`src/rtl/vga_pattern_gen_if.sv`:
```
// Pixel-path bundle between vga_timing, vga_pattern_gen and the vga_top pins.
// The master drives timing inputs and mode requests. The slave returns pipelined RGB and sync signals.
interface vga_pattern_gen_if;
  logic [9:0] hcount;
  logic [9:0] vcount;
  logic       de;
  logic       hsync_in;
  logic       vsync_in;
  logic       mode_next;
  logic [2:0] rgb_r;
  logic [2:0] rgb_g;
  logic [2:0] rgb_b;
  logic       hsync_out;
  logic       vsync_out;
  logic       de_out;
  logic       frame_tick;
  logic [1:0] mode;

  modport master (
    output hcount, vcount, de, hsync_in, vsync_in, mode_next,
    input  rgb_r, rgb_g, rgb_b, hsync_out, vsync_out, de_out, frame_tick, mode
  );

  modport slave (
    input  hcount, vcount, de, hsync_in, vsync_in, mode_next,
    output rgb_r, rgb_g, rgb_b, hsync_out, vsync_out, de_out, frame_tick, mode
  );
endinterface

```
`src/rtl/vga_pattern_gen.sv`:
```
// 3-3-3 RGB test-pattern source with a fixed 2-cycle pipeline and matching sync delay.
// Define VGA_PATTERN_BORDER_EN to overlay a one-pixel red frame around the active area.
module vga_pattern_gen #(
  parameter int H_ACTIVE = 640,
  parameter int V_ACTIVE = 480,
  parameter int BOX_SIZE = 32
) (
  input logic               clk_pix,
  input logic               resetn,
  vga_pattern_gen_if.slave  vga
);

  typedef enum logic [1:0] {BARS = 2'd0, CHECKER = 2'd1, BOX = 2'd2, GRAD = 2'd3} mode_e;

  localparam int         BAR_W  = H_ACTIVE / 8;
  localparam logic [9:0] X_MAX  = 10'(H_ACTIVE - BOX_SIZE);
  localparam logic [9:0] Y_MAX  = 10'(V_ACTIVE - BOX_SIZE);
  localparam logic [9:0] V_TICK = 10'(V_ACTIVE);

  // Returns {dir, pos}. dir=1 means moving toward the far edge.
  function automatic logic [10:0] step_axis(input logic [9:0] pos, input logic dir,
                                            input logic [9:0] lim);
    if (dir && pos == lim)        return {1'b0, pos - 10'd1};
    if (!dir && pos == 10'd0)     return {1'b1, pos + 10'd1};
    return dir ? {1'b1, pos + 10'd1} : {1'b0, pos - 10'd1};
  endfunction

  logic       tick_cond;
  logic       mode_next_q;
  logic       rise;
  mode_e      mode_q, mode_d;
  logic       pending_q, pending_d;
  logic [9:0] box_x_q, box_y_q, box_x_d, box_y_d;
  logic       dir_x_q, dir_y_q, dir_x_d, dir_y_d;

  assign tick_cond = (vga.hcount == 10'd0) && (vga.vcount == V_TICK);
  assign rise      = vga.mode_next & ~mode_next_q;
  assign vga.mode  = mode_q;

  // NOTE: every variable gets a default at the top of always_comb so no path can infer a latch.
  always_comb begin
    mode_d    = mode_q;
    pending_d = pending_q | rise;
    if (tick_cond && pending_d) begin
      pending_d = 1'b0;
      case (mode_q)
        BARS:    mode_d = CHECKER;
        CHECKER: mode_d = BOX;
        BOX:     mode_d = GRAD;
        default: mode_d = BARS;
      endcase
    end
  end

  always_comb begin
    {dir_x_d, box_x_d} = {dir_x_q, box_x_q};
    {dir_y_d, box_y_d} = {dir_y_q, box_y_q};
    if (tick_cond) begin
      {dir_x_d, box_x_d} = step_axis(box_x_q, dir_x_q, X_MAX);
      {dir_y_d, box_y_d} = step_axis(box_y_q, dir_y_q, Y_MAX);
    end
  end

  // NOTE: sequential state uses non-blocking assignments so every register samples pre-edge values.
  always_ff @(posedge clk_pix or negedge resetn) begin
    if (!resetn) begin
      mode_q      <= BARS;
      pending_q   <= 1'b0;
      mode_next_q <= 1'b0;
      box_x_q     <= 10'd0;
      box_y_q     <= 10'd0;
      dir_x_q     <= 1'b1;
      dir_y_q     <= 1'b1;
    end else begin
      mode_q      <= mode_d;
      pending_q   <= pending_d;
      mode_next_q <= vga.mode_next;
      box_x_q     <= box_x_d;
      box_y_q     <= box_y_d;
      dir_x_q     <= dir_x_d;
      dir_y_q     <= dir_y_d;
    end
  end

  logic [2:0]  bar_k, bar_bits;
  logic        in_box;
  logic [2:0]  r_c, g_c, b_c;

  // Stage 1 colour. Bar index comes from threshold compares, so no divider is needed.
  always_comb begin
    bar_k = 3'd0;
    for (int i = 1; i < 8; i++)
      if (vga.hcount >= 10'(i * BAR_W)) bar_k = 3'(i);
    bar_bits = 3'd7 - bar_k;
    in_box = ({1'b0, vga.hcount} >= {1'b0, box_x_q}) &&
             ({1'b0, vga.hcount} <  {1'b0, box_x_q} + 11'(BOX_SIZE)) &&
             ({1'b0, vga.vcount} >= {1'b0, box_y_q}) &&
             ({1'b0, vga.vcount} <  {1'b0, box_y_q} + 11'(BOX_SIZE));
    r_c = 3'd0;
    g_c = 3'd0;
    b_c = 3'd0;
    case (mode_q)
      BARS: begin
        r_c = {3{bar_bits[2]}};
        g_c = {3{bar_bits[1]}};
        b_c = {3{bar_bits[0]}};
      end
      CHECKER: begin
        r_c = {3{vga.hcount[5] ^ vga.vcount[5]}};
        g_c = r_c;
        b_c = r_c;
      end
      BOX: begin
        r_c = in_box ? 3'd7 : 3'd0;
        g_c = in_box ? 3'd7 : 3'd0;
        b_c = in_box ? 3'd7 : 3'd2;
      end
      default: begin
        r_c = vga.hcount[8:6];
        g_c = vga.vcount[8:6];
        b_c = vga.hcount[8:6] ^ vga.vcount[8:6];
      end
    endcase
`ifdef VGA_PATTERN_BORDER_EN
    if (vga.hcount == 10'd0 || vga.hcount == 10'(H_ACTIVE - 1) ||
        vga.vcount == 10'd0 || vga.vcount == 10'(V_ACTIVE - 1)) begin
      r_c = 3'd7;
      g_c = 3'd0;
      b_c = 3'd0;
    end
`else
`endif
  end

  logic [8:0] rgb_s1;
  logic       de_s1, hs_s1, vs_s1;

  // Data registers are reset too, so a mid-frame reset blanks the pins at once.
  always_ff @(posedge clk_pix or negedge resetn) begin
    if (!resetn) begin
      rgb_s1         <= 9'd0;
      de_s1          <= 1'b0;
      hs_s1          <= 1'b0;
      vs_s1          <= 1'b0;
      vga.rgb_r      <= 3'd0;
      vga.rgb_g      <= 3'd0;
      vga.rgb_b      <= 3'd0;
      vga.de_out     <= 1'b0;
      vga.hsync_out  <= 1'b0;
      vga.vsync_out  <= 1'b0;
      vga.frame_tick <= 1'b0;
    end else begin
      rgb_s1         <= {r_c, g_c, b_c};
      de_s1          <= vga.de;
      hs_s1          <= vga.hsync_in;
      vs_s1          <= vga.vsync_in;
      vga.rgb_r      <= de_s1 ? rgb_s1[8:6] : 3'd0;
      vga.rgb_g      <= de_s1 ? rgb_s1[5:3] : 3'd0;
      vga.rgb_b      <= de_s1 ? rgb_s1[2:0] : 3'd0;
      vga.de_out     <= de_s1;
      vga.hsync_out  <= hs_s1;
      vga.vsync_out  <= vs_s1;
      vga.frame_tick <= tick_cond;
    end
  end

endmodule

```
`src/flat_wrapper.sv`:
```
// flat-port wrapper written by rule: the top's interface ports become plain ports
module vga_pattern_gen_flat 
#(
  parameter int H_ACTIVE = 640,
  parameter int V_ACTIVE = 480,
  parameter int BOX_SIZE = 32
)
  (clk_pix, resetn, vga_hcount, vga_vcount, vga_de, vga_hsync_in, vga_vsync_in, vga_mode_next, vga_rgb_r, vga_rgb_g, vga_rgb_b, vga_hsync_out, vga_vsync_out, vga_de_out, vga_frame_tick, vga_mode);
  vga_pattern_gen_if vga_i ();
  input logic clk_pix;
  input logic resetn;
  input wire logic [$bits(vga_i.hcount)-1:0] vga_hcount;
  input wire logic [$bits(vga_i.vcount)-1:0] vga_vcount;
  input wire logic [$bits(vga_i.de)-1:0] vga_de;
  input wire logic [$bits(vga_i.hsync_in)-1:0] vga_hsync_in;
  input wire logic [$bits(vga_i.vsync_in)-1:0] vga_vsync_in;
  input wire logic [$bits(vga_i.mode_next)-1:0] vga_mode_next;
  output wire logic [$bits(vga_i.rgb_r)-1:0] vga_rgb_r;
  output wire logic [$bits(vga_i.rgb_g)-1:0] vga_rgb_g;
  output wire logic [$bits(vga_i.rgb_b)-1:0] vga_rgb_b;
  output wire logic [$bits(vga_i.hsync_out)-1:0] vga_hsync_out;
  output wire logic [$bits(vga_i.vsync_out)-1:0] vga_vsync_out;
  output wire logic [$bits(vga_i.de_out)-1:0] vga_de_out;
  output wire logic [$bits(vga_i.frame_tick)-1:0] vga_frame_tick;
  output wire logic [$bits(vga_i.mode)-1:0] vga_mode;
  assign vga_i.hcount = vga_hcount;
  assign vga_i.vcount = vga_vcount;
  assign vga_i.de = vga_de;
  assign vga_i.hsync_in = vga_hsync_in;
  assign vga_i.vsync_in = vga_vsync_in;
  assign vga_i.mode_next = vga_mode_next;
  assign vga_rgb_r = vga_i.rgb_r;
  assign vga_rgb_g = vga_i.rgb_g;
  assign vga_rgb_b = vga_i.rgb_b;
  assign vga_hsync_out = vga_i.hsync_out;
  assign vga_vsync_out = vga_i.vsync_out;
  assign vga_de_out = vga_i.de_out;
  assign vga_frame_tick = vga_i.frame_tick;
  assign vga_mode = vga_i.mode;
  vga_pattern_gen #(.H_ACTIVE(H_ACTIVE), .V_ACTIVE(V_ACTIVE), .BOX_SIZE(BOX_SIZE)) u_core (.clk_pix(clk_pix), .resetn(resetn), .vga(vga_i));
endmodule
```
`config.mk`:
```
export PLATFORM = sky130hd
export DESIGN_NAME = vga_pattern_gen_flat
export DESIGN_NICKNAME = d
export VERILOG_FILES = /design/src/rtl/vga_pattern_gen_if.sv /design/src/rtl/vga_pattern_gen.sv /design/src/flat_wrapper.sv
export SDC_FILE = /design/constraint.sdc
export NUM_CORES = 1
export LEC_CHECK = 0
export ABC_CLOCK_PERIOD_IN_PS = 3900
export BUFFER_PORTS_ARGS = -buffer_cell sky130_fd_sc_hd__buf_2
export CORE_MARGIN = 3
export CORE_UTILIZATION = 50
export CTS_CLUSTER_DIAMETER = 40
export DETAILED_ROUTE_END_ITERATION = 6
export HOLD_SLACK_MARGIN = 0.06
export PLACE_DENSITY_LB_ADDON = 0.12
export SLEW_MARGIN = 20
export SYNTH_ARGS = -nofsm -noshare
export SYNTH_HDL_FRONTEND = slang
export SYNTH_SLANG_ARGS = --single-unit
```
`constraint.sdc`:
```
create_clock -name clk_pix -period 3.9 [get_ports clk_pix]
set_input_delay 0.78 -clock clk_pix [delete_from_list [all_inputs] [get_ports clk_pix]]
set_output_delay 0.78 -clock clk_pix [all_outputs]
set_load 0.005 [all_outputs]
```
==> flow_summary.toml, run 1 <==
[logic_synthesis]
synthArstFlopShare_pct = 100
ys.flop_type = "sky130_fd_sc_hd__dfrtp_1"
synth_cells = 379
proportion_of_synthesized_chip_area_in_sequential_cells_pct = 35.8
synth_largest_type_area_fraction_pct = 34.3
ys_types = 55
number_of_synthesized_flops_with_an_enable_pin = 0
synth_area_per_cell_sq_um = 9.42
yosys_register_bits = 51
yosysWarningCount = 0
synth_area_leaders = "sky130_fd_sc_hd__dfrtp_1 34%, sky130_fd_sc_hd__ha_1 15%, sky130_fd_sc_hd__xnor2_1 6.4%"
yosysTopAreaCell = "sky130_fd_sc_hd__dfrtp_1"
syn_nets = 447
synth.cell_area_sq_um = 3570

[timing]
fin_setup_tns_ns = 0
final.setup_skew_ns = 0.0120
setup_viol_count_final = 0
fmax_mhz = 372
timing_max_transition_violations_final = 0
unrepaired_setup_endpoints_after_global_routing = "false"
final-hold-violation-count = 0
final_min_period_over_clock_period_pct = 68.9
timing.slew.headroom_pct = 62.7
finalWorstPathRequiredPeriod_ns = 2.69
timing_worst_slew_pin_value_ns = 0.552

[placement]
gp_routability_congestion = 0.834
place.port_buffers = 40
detailed_placement_hpwl_mm = 6.04

[routing]
first_pass_iters = 4
drt_iter0_markers = 183
antenna_nets_post_route = 0
routed_wirelength_mm = 7.78
wl_per_cell_um = 15.2
num_vias = 2906
drcViolationCount = 0
route.detailed.vias_per_inst = 5.66

[final_layout]
flow.area_growth_from_synthesis_pct = 10.9
regArea_sq_um = 1280
num_antenna_cells = 0
multiInputGateArea_sq_um = 2100
num-fill-cells = 639
final_net_count = 484
final_layout_size_suffix_gt1_share_pct = 14.6

[clocking]
cts_tree = "done"
cts-htree-levels = 2
cts.clk_slew.worst_paths_ns = 0.10
numCtsBuffers = 5
clk_latency_ns = 0.31
cts_root_buffer = "sky130_fd_sc_hd__clkbuf_8"
hold_buffers = 0
tritoncts_sink_count = 51
clockBufferDepth = 2
postCtsSetupBuffers = 0
post_cts.resized_instances = 0

[global_routing]
antenna_found_initial = 0
grt_overflow_total = 0
grt_pass1_wl_mm = 13.2
number_of_global_route_vias_before_repair = 2823
grt_util_all_layers_pct = 19.4
pin_count_of_the_biggest_net_entering_global_routing = 31

[critical_path]
cp-start-kind = "flip-flop"
critical-path-slowest-cell = "sky130_fd_sc_hd__dfrtp_1"
critPathRequiredTime_ns = 4.08
timing.critical_path.to_type = "flip-flop"
timing.critical_path.fanout_max = 10
worst-setup-path-type = "reg2reg"
cp.arrival_ns = 2.87
crit_chain = "ha_1 -> nand3_1 -> xnor2_1 -> ha_1 -> nand3_1 -> a22o_1 -> o211ai_1 -> a21oi_1 -> a41oi_1 -> a21oi_1"
critical_path.n_buffers_inverters = 0
cpPeakStageDelay_ns = 0.55
critPathTopFamily = "compound AO/OA/AOI/OAI gates"

[die]
initial_cell_density_of_the_core_pct = 52.0
fp.dieW_um = 90.5
coreArea_sq_um = 6870
fp.dieArea_sq_um = 8190
fp.dieH_um = 90.5
num_io_pins = 41
row_count = 30

[hold_path]
hold_path.class = "reg2reg"

[power_and_ir_drop]
design_power_total_uw = 1020
ir_drop_worst_case_vdd_uv = 152
power_density_nw_per_um2 = 257
power.static_leakage_uw = 0.00181

[flow_run]
max_cap_violations = 0

[status]
outcome = "finished, final reports clean"
-- final timing paths --
check / startpoint / end / slack, ns / depth (start not counted)
worst min register to register: u_core.vs_s1$_DFF_PN0_ / u_core.vga.vsync_out$_DFF_PN0_ / 0.36 / 0
worst max-delay path: u_core.box_x_q[5]$_DFFE_PN0P_ / u_core.rgb_s1[3]$_DFF_PN0_ / 1.21 / 10
worst max register to register: u_core.box_x_q[5]$_DFFE_PN0P_ / u_core.rgb_s1[3]$_DFF_PN0_ / 1.21 / 10
worst min-delay path: u_core.vs_s1$_DFF_PN0_ / u_core.vga.vsync_out$_DFF_PN0_ / 0.36 / 0
max in group asynchronous: resetn / u_core.rgb_s1[4]$_DFF_PN0_ / 2.69 / 2
min in group asynchronous: resetn / u_core.box_y_q[7]$_DFFE_PN0P_ / 0.44 / 1
-- synthesized netlist by cell type (all sizes together), types with 8 or more instances --
cell type,count
dfrtp,49
ha,42
inv,33
xnor2,26
a21oi,22
nor2,20
nand3,15
o21ai,15
and2,14
nand2,14
nand4,14
nor2b,11
nor3,9
a21o,8
nor4,8
-- worst reg2reg max path: stages (launching register included) --
cell	delay, ns
sky130_fd_sc_hd__dfrtp_1	0.55
sky130_fd_sc_hd__ha_1	0.32
sky130_fd_sc_hd__nand3_1	0.12
sky130_fd_sc_hd__xnor2_1	0.15
sky130_fd_sc_hd__ha_1	0.32
sky130_fd_sc_hd__nand3_1	0.09
sky130_fd_sc_hd__a22o_1	0.22
sky130_fd_sc_hd__o211ai_1	0.10
sky130_fd_sc_hd__a21oi_1	0.07
sky130_fd_sc_hd__a41oi_1	0.47
sky130_fd_sc_hd__a21oi_1	0.15
-- kinds of logic after synthesis --
logic type                 synth area share [%]
buffers and inverters                      5.33
muxes                                     0.841
DFF                                        35.8
adders and majority gates                  15.0
and+or+nand+nor                            19.5
xor gates and xnor gates                   7.12
AOI/OAI and AO/OA                          16.4
-- sequential cells by signal, indices dropped and copies added, names as in the netlist --
register               cells
u_core.pending_q           1
u_core.box_y_q            10
u_core.vga.hsync_out       1
u_core.dir_y_q             1
u_core.vga.rgb_r           3
u_core.vs_s1               1
u_core.mode_next_q         1
u_core.rgb_s1              9
u_core.vga.rgb_g           3
u_core.vga.mode            2
u_core.de_s1               1
u_core.vga.frame_tick      1
u_core.vga.de_out          1
u_core.hs_s1               1
u_core.vga.vsync_out       1
u_core.dir_x_q             1
u_core.vga.rgb_b           3
u_core.box_x_q            10
-- placed cells by master (no fill, tap or decap), drive strengths merged, types with 14 or more instances in the layout --
cell / netlist / layout
xnor2: 26 / 26
nand4: 14 / 14
and2: 14 / 14
o21ai: 15 / 15
nand3: 15 / 15
nand2: 14 / 14
ha: 42 / 42
nor2: 20 / 20
inv: 33 / 33
a21oi: 22 / 22
buf: 7 / 43
dfrtp: 49 / 49
-- area by class of cell --
type                       instances  share of cell area, %
sequential                        51                   32.3
clock inverter                     3                   1.11
clock buffer                       5                   1.74
inverter                          33                   3.13
multi-input combinational        282                   53.1
tap                               96                   3.03
timing repair buffer              43                   5.63
-- per-layer routing --
layer	up-vias	wire length [um]	track usage, %
met1	1393	3780	26.9
met4	0	129	5.61
li1	1441	-	-
met2	60	3590	31.3
met3	12	278	3.08
met5	-	0	0
-- report_power, final --
| part | internal (uW) | switching [uW] | leakage (uW) |
|---|---|---|---|
| sequential | 536 | 2.54 | 0.000611 |
| combinational | 39.9 | 57.5 | 0.00114 |
| clock | 192 | 189 | 0.0000581 |
| total | 768 | 249 | 0.00181 |
-- stage by stage --
| step | hold WS [ns] | setup WS (ns) | utilization [%] | std cells | area, sq um |
|---|---|---|---|---|---|
| CTS | 0.361 | 1.20 | 57.6 | 513 | 3960 |
| finish | 0.357 | 1.21 | 57.6 | 513 | 3960 |
| global placement | 0.334 | 1.10 | 56.0 | 505 | 3850 |
| detailed placement | 0.338 | 1.05 | 56.0 | 505 | 3850 |
| global route | 0.371 | 0.967 | 57.6 | 513 | 3960 |
| floorplan | 0.331 | 1.44 | - | 379 | 3570 |
No activity file was read; power rests on OpenSTA's default activity.
==> run 2: changes to the inputs <==
ABC_CLOCK_PERIOD_IN_PS = 2800   (was 3900)
clock period = 2.8 ns   (was 3.9 ns; I/O delays follow)
==> run 2 against run 1 <==
Global-route usage increased by 0.53 points; sequential share of layout area decreased by 0.48 points; wire length increased by 2.2%; non-clock buffer count increased by 8; sequential cell count unchanged; largest cell class unchanged.
==> flow_summary.toml, run 2 (synthesis gave the netlist of run 1 again) <==
[status]
outcome = "finished, final reports clean"

[power_and_ir_drop]
ir_drop_worst_case_vdd_uv = 180
design_power_total_uw = 1420
power_density_nw_per_um2 = 353
power.static_leakage_uw = 0.00184

[die]
fp.dieW_um = 90.5
coreArea_sq_um = 6870
fp.dieH_um = 90.5
initial_cell_density_of_the_core_pct = 52.0
row_count = 30
num_io_pins = 41
fp.dieArea_sq_um = 8190

[routing]
wl_per_cell_um = 15.3
antenna_nets_post_route = 0
route.detailed.vias_per_inst = 5.56
first_pass_iters = 4
num_vias = 2895
drt_iter0_markers = 164
routed_wirelength_mm = 7.95
drcViolationCount = 0

[critical_path]
timing.critical_path.to_type = "flip-flop"
regToRegSetupSlack_ns = 0.26
r2r-end = "u_core.rgb_s1[8]$_DFF_PN0_"
cp-start-kind = "flip-flop"
r2r_start = "u_core.box_x_q[6]$_DFFE_PN0P_"
cp.arrival_ns = 2.76
rr_worst_depth = 11
timing.critical_path.fanout_max = 7
worst-setup-path-type = "reg2reg"
critPathRequiredTime_ns = 3.02

[placement]
place_ws_ns = 0.256
placed_cells = 513
place.port_buffers = 40
post_dp_area_sq_um = 3910
detailed_placement_hpwl_mm = 6.20
gp_routability_congestion = 0.959

[clocking]
postCtsSetupBuffers = 0
hold_buffers = 0
numCtsBuffers = 5
tritoncts_sink_count = 51
cts-htree-levels = 2
cts_tree = "done"
clockBufferDepth = 2
clk_latency_ns = 0.31
post_cts.resized_instances = 0
cts_root_buffer = "sky130_fd_sc_hd__clkbuf_8"
cts.clk_slew.worst_paths_ns = 0.10

[global_routing]
global_route.usage.met2_pct = 32.4
pin_count_of_the_biggest_net_entering_global_routing = 52
met3_global_route_usage_pct = 2.83
grt_busiest_layer = "met2"
grt_overflow_total = 0
antenna_found_initial = 0
number_of_global_route_vias_before_repair = 2797
grt_util_all_layers_pct = 19.9
groute.layer.met1.usage_pct = 28.6
grt_pass1_wl_mm = 13.5

[final_layout]
layout.cells.most_common = "sky130_fd_sc_hd__dfrtp_1"
final_net_count = 492
instances_no_fill = 521
num_antenna_cells = 0
final_layout_size_suffix_gt1_share_pct = 16.5
fin_area_sq_um = 4020
regs_by_ff_count = "u_core.box_x_q x10, u_core.box_y_q x10, u_core.rgb_s1 x9"
flow.area_growth_from_synthesis_pct = 12.7
final_cell_mix = "48 x sky130_fd_sc_hd__dfrtp_1, 42 x sky130_fd_sc_hd__ha_1, 40 x sky130_fd_sc_hd__buf_2, 33 x sky130_fd_sc_hd__inv_1, 26 x sky130_fd_sc_hd__xnor2_1"

[flow_run]
max_cap_violations = 0

[timing]
unrepaired_setup_endpoints_after_global_routing = "false"
setup_viol_count_final = 0
timing_max_transition_violations_final = 0
finalWorstPathRequiredPeriod_ns = 2.54
timing.slew.headroom_pct = 58.3
post-route-worst-setup-slack_ns = 0.264
final-hold-violation-count = 0
fmax_mhz = 394
fin_setup_tns_ns = 0
timing_worst_slew_pin_value_ns = 0.625
final_min_period_over_clock_period_pct = 90.6
final.setup_skew_ns = 0.00932

[hold_path]
hold_path.class = "in2async"
run 2: changes by cell type in the layout (fill, tap and decap cells not counted):
cell and delta:
sky130_fd_sc_hd__buf_4 +8, sky130_fd_sc_hd__clkinv_2 -1, sky130_fd_sc_hd__clkinv_4 -1, sky130_fd_sc_hd__clkinvlp_4 +1
sky130_fd_sc_hd__dfrtp_1 -1, sky130_fd_sc_hd__dfrtp_2 +1, sky130_fd_sc_hd__inv_6 +1
run 2: final cells by class:
class	count	area (sq um)
multi-input combinational	282	2100
clock buffer	5	68.8
clock inverter	3	46.3
inverter	33	124
timing repair buffer	51	283
fill	623	2850
sequential	51	1280
tap	96	120
run 2: how the worst max path moves through the flow:
stage / start / to / slack [ns]
after global placement: vga_vcount[3] / u_core.rgb_s1[8]$_DFF_PN0_ / 0.36
after CTS: u_core.box_x_q[5]$_DFFE_PN0P_ / u_core.rgb_s1[8]$_DFF_PN0_ / 0.22
after global routing: u_core.box_x_q[6]$_DFFE_PN0P_ / u_core.rgb_s1[4]$_DFF_PN0_ / 0.05
after detailed placement: u_core.box_x_q[5]$_DFFE_PN0P_ / u_core.rgb_s1[8]$_DFF_PN0_ / 0.26
after floorplan: vga_vcount[3] / u_core.rgb_s1[8]$_DFF_PN0_ / 0.56
final: u_core.box_x_q[6]$_DFFE_PN0P_ / u_core.rgb_s1[8]$_DFF_PN0_ / 0.26
run 2: critical path, cell delays in order, from the launching register on:
cell	delay, ns
sky130_fd_sc_hd__dfrtp_1	0.49
sky130_fd_sc_hd__ha_1	0.29
sky130_fd_sc_hd__nand3_1	0.11
sky130_fd_sc_hd__xnor2_1	0.16
sky130_fd_sc_hd__ha_1	0.32
sky130_fd_sc_hd__a21oi_1	0.17
sky130_fd_sc_hd__a22o_1	0.16
sky130_fd_sc_hd__o211ai_1	0.09
sky130_fd_sc_hd__a21oi_1	0.18
sky130_fd_sc_hd__a41oi_1	0.13
sky130_fd_sc_hd__buf_4	0.19
sky130_fd_sc_hd__a22oi_1	0.17
run 2: metrics by stage:
stage          hold WS (ns)  utilization (%)
2_1_floorplan         0.264                -
3_3_place_gp          0.334             56.9
3_5_place_dp          0.337             56.9
4_1_cts               0.347             58.5
5_1_grt               0.334             58.6
6_report              0.348             58.6
run 2: per-layer routing:
| metal | vias up | share of wire, % |
|---|---|---|
| li1 | 1452 | - |
| met5 | - | 0 |
| met1 | 1360 | 47 |
| met4 | 0 | 0.57 |
| met2 | 79 | 47 |
| met3 | 4 | 5.5 |
run 2: power by group:
| group | internal [uW] | total (uW) | leakage (uW) | switching [uW] |
|---|---|---|---|---|
| combinational | 59.6 | 142 | 0.00118 | 82.6 |
| sequential | 747 | 750 | 0.000611 | 3.51 |
| clock | 270 | 528 | 0.0000548 | 258 |
